**src/rtl/uart_frame_tx.sv**
```systemverilog
// Sends a 7-byte telemetry frame "D" + four ASCII digits + CR LF over an 8N1 UART line.
// Digits come from a BCD snapshot taken when start is accepted; non-BCD nibbles are sent as '?'.
module uart_frame_tx #(
    parameter int unsigned CLK_FREQ = 50_000_000,
    parameter int unsigned BAUD     = 9600
) (
    input  logic        clk,
    input  logic        rst,
    input  logic        start,
    input  logic [15:0] num,
    output logic        tx,
    output logic        busy,
    output logic        done
);

    localparam int unsigned BAUD_DIV = CLK_FREQ / BAUD;
    localparam int unsigned CntW     = (BAUD_DIV > 1) ? $clog2(BAUD_DIV) : 1;
    localparam logic [CntW-1:0] CntLast = CntW'(BAUD_DIV - 1);

    typedef enum logic [1:0] {StIdle, StStart, StData, StStop} state_e;

    state_e          state;
    logic [CntW-1:0] cnt;
    logic [2:0]      bit_idx;
    logic [2:0]      byte_idx;
    logic [15:0]     snap;
    logic [7:0]      cur_byte;

    function automatic logic [7:0] digit_ascii(input logic [3:0] d);
        return (d <= 4'd9) ? (8'h30 + {4'h0, d}) : 8'h3F;
    endfunction

    always_comb begin
        cur_byte = 8'h0A;
        unique case (byte_idx)
            3'd0:    cur_byte = 8'h44;
            3'd1:    cur_byte = digit_ascii(snap[15:12]);
            3'd2:    cur_byte = digit_ascii(snap[11:8]);
            3'd3:    cur_byte = digit_ascii(snap[7:4]);
            3'd4:    cur_byte = digit_ascii(snap[3:0]);
            3'd5:    cur_byte = 8'h0D;
            default: cur_byte = 8'h0A;
        endcase
    end

    always_ff @(posedge clk) begin
        if (rst) begin
            state    <= StIdle;
            tx       <= 1'b1;
            busy     <= 1'b0;
            done     <= 1'b0;
            cnt      <= '0;
            bit_idx  <= '0;
            byte_idx <= '0;
            snap     <= '0;
        end else begin
            done <= 1'b0;
            unique case (state)
                StIdle: begin
                    tx   <= 1'b1;
                    busy <= 1'b0;
                    if (start) begin
                        snap     <= num;
                        state    <= StStart;
                        tx       <= 1'b0;
                        busy     <= 1'b1;
                        cnt      <= '0;
                        bit_idx  <= '0;
                        byte_idx <= '0;
                    end
                end
                StStart: begin
                    if (cnt == CntLast) begin
                        cnt     <= '0;
                        bit_idx <= '0;
                        state   <= StData;
                        tx      <= cur_byte[0];
                    end else begin
                        cnt <= cnt + 1'b1;
                    end
                end
                StData: begin
                    if (cnt == CntLast) begin
                        cnt <= '0;
                        if (bit_idx == 3'd7) begin
                            state <= StStop;
                            tx    <= 1'b1;
                        end else begin
                            bit_idx <= bit_idx + 3'd1;
                            tx      <= cur_byte[bit_idx + 3'd1];
                        end
                    end else begin
                        cnt <= cnt + 1'b1;
                    end
                end
                StStop: begin
                    if (cnt == CntLast) begin
                        cnt <= '0;
                        // Last byte: drop busy and raise done together on the first idle cycle.
                        if (byte_idx == 3'd6) begin
                            state <= StIdle;
                            busy  <= 1'b0;
                            done  <= 1'b1;
                            tx    <= 1'b1;
                        end else begin
                            byte_idx <= byte_idx + 3'd1;
                            state    <= StStart;
                            tx       <= 1'b0;
                        end
                    end else begin
                        cnt <= cnt + 1'b1;
                    end
                end
                default: state <= StIdle;
            endcase
        end
    end

endmodule

```
**config.mk**
```make
export PLATFORM = sky130hd
export DESIGN_NAME = uart_frame_tx
export DESIGN_NICKNAME = d
export VERILOG_FILES = /design/src/rtl/uart_frame_tx.sv
export SDC_FILE = /design/constraint.sdc
export NUM_CORES = 1
export LEC_CHECK = 0
export ABC_CLOCK_PERIOD_IN_PS = 2750
export CORE_MARGIN = 8
export CORE_UTILIZATION = 35
export DETAILED_ROUTE_END_ITERATION = 8
export HOLD_SLACK_MARGIN = 0.03
export PLACE_DENSITY = 0.5
export SYNTH_ARGS = -nofsm -noshare
export SYNTH_HDL_FRONTEND = slang
export SYNTH_SLANG_ARGS = --single-unit
```
**constraint.sdc**
```tcl
create_clock -name clk -period 2.75 [get_ports clk]
set_input_delay 0.55 -clock clk [delete_from_list [all_inputs] [get_ports clk]]
set_output_delay 0.55 -clock clk [all_outputs]
set_load 0.01 [all_outputs]
```
==> flow_summary.ini <==
[synthesis]
yosysWarnings = 0
syn_inst = 275
synth_flop_cell = dfxtp_1
synthesis.area_um2 = 2140
async_flop_share = 0
synth_seq_cells = 40
synthesis.nets = 307
yosysSeqAreaShare = 0.374
synth_cell_type_count = 42
synth.avg_cell_area_um2 = 7.79
synth_edf_count = 0

[sta]
worst_pin_slew_ns = 0.734
setup_viol = 0
rsz0062_at_grt = false
fin_tns_setup_ns = 0
finalCritPeriodShare = 0.850
drv_slew = 0
max_slew_margin = 0.505
finClkSkew_ns = 0.00335
fmax_ghz = 0.428
fin_crit_ns = 2.34
hold_viol_final = 0

[die]
ios = 22
die-height_um = 94.3
die_w_um = 94.3
die_area_um2 = 8880
coreArea_um2 = 5920
start_util = 0.362
rows = 28

[power_and_ir_drop]
pwr-share-comb = 0.361
power_per_cell_area_nw_per_um2 = 707
p_clk_frac = 0.221
peakVddDrop_uv = 333
sequentialPowerShare = 0.417
p_int_mw = 1.11
cellLeakagePower_nw = 0.916
switching_share = 0.374
p_total_mw = 1.77
p_sw_uw = 662

[routing]
via_count = 1897
route.final.wire_length_um = 4980
routedWlPerCell_um = 13.4
dr.pass1.iters = 4
drc = 0
routed_via_density = 5.10
drt_iter0_drc = 84
detail-route-antenna-nets = 0

[placed_design]
port_buffers = 21
placed_cells = 364
dpl.hpwl_um = 3750
placed_area_um2 = 2410
globalplace.congestion = 0.829

[global_routing]
antenna_found_initial = 0
grt_pass1_vias = 1872
grt-ovfl-total = 0
grt_max_degree = 28
track_usage = 0.120
grt_pass1_wl_um = 8700

[final_layout]
nFillCells = 622
design_area_um2 = 2500
diodes = 0
fin_nets = 328
layout.cells.non_filler = 372
area_delta_synth_final_pct = 16.6
drive_gt1_frac = 0.0370

[clock_network]
clockRootBuffer = clkbuf_8
cts_max_level = 2
path_clk_slew_ns = 0.08
cts_inserted_buffers = 5
clock_sinks = 40
clock_latency_ns = 0.29
cts_resized = 0
clock_tree.buffer_depth = 2
cts_tree = done
post_cts_buffers = 0
hold_buffers = 0

[hold_path]
hold_path.class = flip-flop to flip-flop

[critical_path]
end_kind = flip-flop
path_class = flip-flop to flip-flop
rrSetupSlack_ns = 0.41
worst-path-max-fanout = 9
required_ns = 2.94
startpoint_type = flip-flop
arrival_ns = 2.52

[outcome]
status = complete, no violations

[job]
max_cap_viol_count = 0
## worst max-delay path, cell delays in order (launching register included)
cell	delay, ns
dfxtp_1	0.39
ha_1	0.22
and4bb_1	0.23
and3_1	0.33
nor2_1	0.14
o21ai_0	0.61
buf_4	0.27
nor2_1	0.05
## cell type report
class / count / area, um^2 / area share
multi-input cells: 213 / 1240 / 0.497
flip-flops and latches: 40 / 801 / 0.320
repair buffers: 24 / 233 / 0.0931
well taps: 75 / 93.8 / 0.0375
clock buffers: 7 / 76.3 / 0.0305
inverters: 12 / 45.0 / 0.0180
clock inverters: 1 / 8.76 / 0.00350
## routing by layer
layer	GRT usage	up-vias	share of wire
li1	-	994	-
met1	0.160	872	0.52
met2	0.187	24	0.44
met3	0.0288	7	0.033
met4	0.0370	0	0.011
met5	0	-	0
## cells in the final DEF (no fill, tap or decap), types with 3 or more instances in the layout
| cell type | netlist | final |
|---|---|---|
| nor2b_1 | 3 | 3 |
| nand2b_1 | 6 | 6 |
| nor2_1 | 23 | 23 |
| and3_1 | 5 | 5 |
| inv_1 | 12 | 12 |
| a211oi_1 | 4 | 4 |
| mux2i_1 | 3 | 3 |
| nand3_1 | 10 | 10 |
| dfxtp_1 | 40 | 40 |
| ha_1 | 13 | 13 |
| clkbuf_8 | 0 | 5 |
| nand4_1 | 5 | 5 |
| and4bb_1 | 3 | 3 |
| a21oi_1 | 36 | 36 |
| xnor2_1 | 3 | 3 |
| buf_4 | 0 | 3 |
| o21ai_0 | 9 | 9 |
| o22ai_1 | 3 | 3 |
| xor2_1 | 8 | 8 |
| nor3_1 | 3 | 3 |
| nand2_1 | 54 | 54 |
| clkdlybuf4s50_1 | 0 | 21 |
## cells in the mapped netlist, types with 2 or more instances
cell	n	area share
nor2b_1	3	0.0088
buf_6	2	0.011
ha_1	13	0.076
nor3_1	3	0.0070
a211o_1	2	0.0082
o21ai_1	2	0.0047
xnor2_1	3	0.012
o21ai_0	9	0.021
nand2b_1	6	0.018
o22ai_1	3	0.0088
buf_2	2	0.0047
inv_1	12	0.021
a211oi_1	4	0.014
nand4_1	5	0.015
and4bb_1	3	0.018
and3_1	5	0.015
mux2i_1	3	0.014
nand3_1	10	0.023
nor2_1	23	0.040
a21oi_1	36	0.084
nand2_1	54	0.095
clkbuf_1	6	0.011
xor2_1	8	0.033
dfxtp_1	40	0.37
## through the flow
stage / hold slack (ns) / util / setup slack, ns
after global placement: 0.448 / 0.408 / 0.400
after global routing: 0.488 / 0.422 / 0.256
after floorplan: 0.436 / - / 0.866
after CTS: 0.461 / 0.422 / 0.463
final: 0.458 / 0.422 / 0.413
after detailed placement: 0.449 / 0.408 / 0.409
## kinds of logic after synthesis
kind of cell	Yosys count	synth area share
XOR/XNOR	11	0.0450
multiplexers	3	0.0140
AND/OR/NAND/NOR	118	0.258
adder cells (fa/ha/maj)	13	0.0759
flip-flops	40	0.374
buffers and inverters	22	0.0467
AO/OA/AOI/OAI	68	0.187
## power groups by stage
stage               logic (mW)  registers, mW  clock network (mW)
floorplan                0.473          0.735                   0
CTS                      0.644          0.738               0.404
global placement         0.648          0.750                   0
detailed placement       0.640          0.752                   0
global route             0.722          0.752               0.434
finish                   0.639          0.738               0.391
## final timing paths
check	start	to	cells past startpoint
min reg2reg	snap[8]$_SDFFE_PP0P_	snap[8]$_SDFFE_PP0P_	2
min	snap[8]$_SDFFE_PP0P_	snap[8]$_SDFFE_PP0P_	2
max	cnt[0]$_SDFFE_PP0N_	cnt[6]$_SDFFE_PP0N_	7
max reg2reg	cnt[0]$_SDFFE_PP0N_	cnt[6]$_SDFFE_PP0N_	7
## flip-flops by register name, indices dropped and copies added (netlist names)
register  flops
snap         16
cnt          13
bit_idx       3
byte_idx      3
state         2
busy          1
done          1
tx            1
No activity file was read; power rests on OpenSTA's default activity.
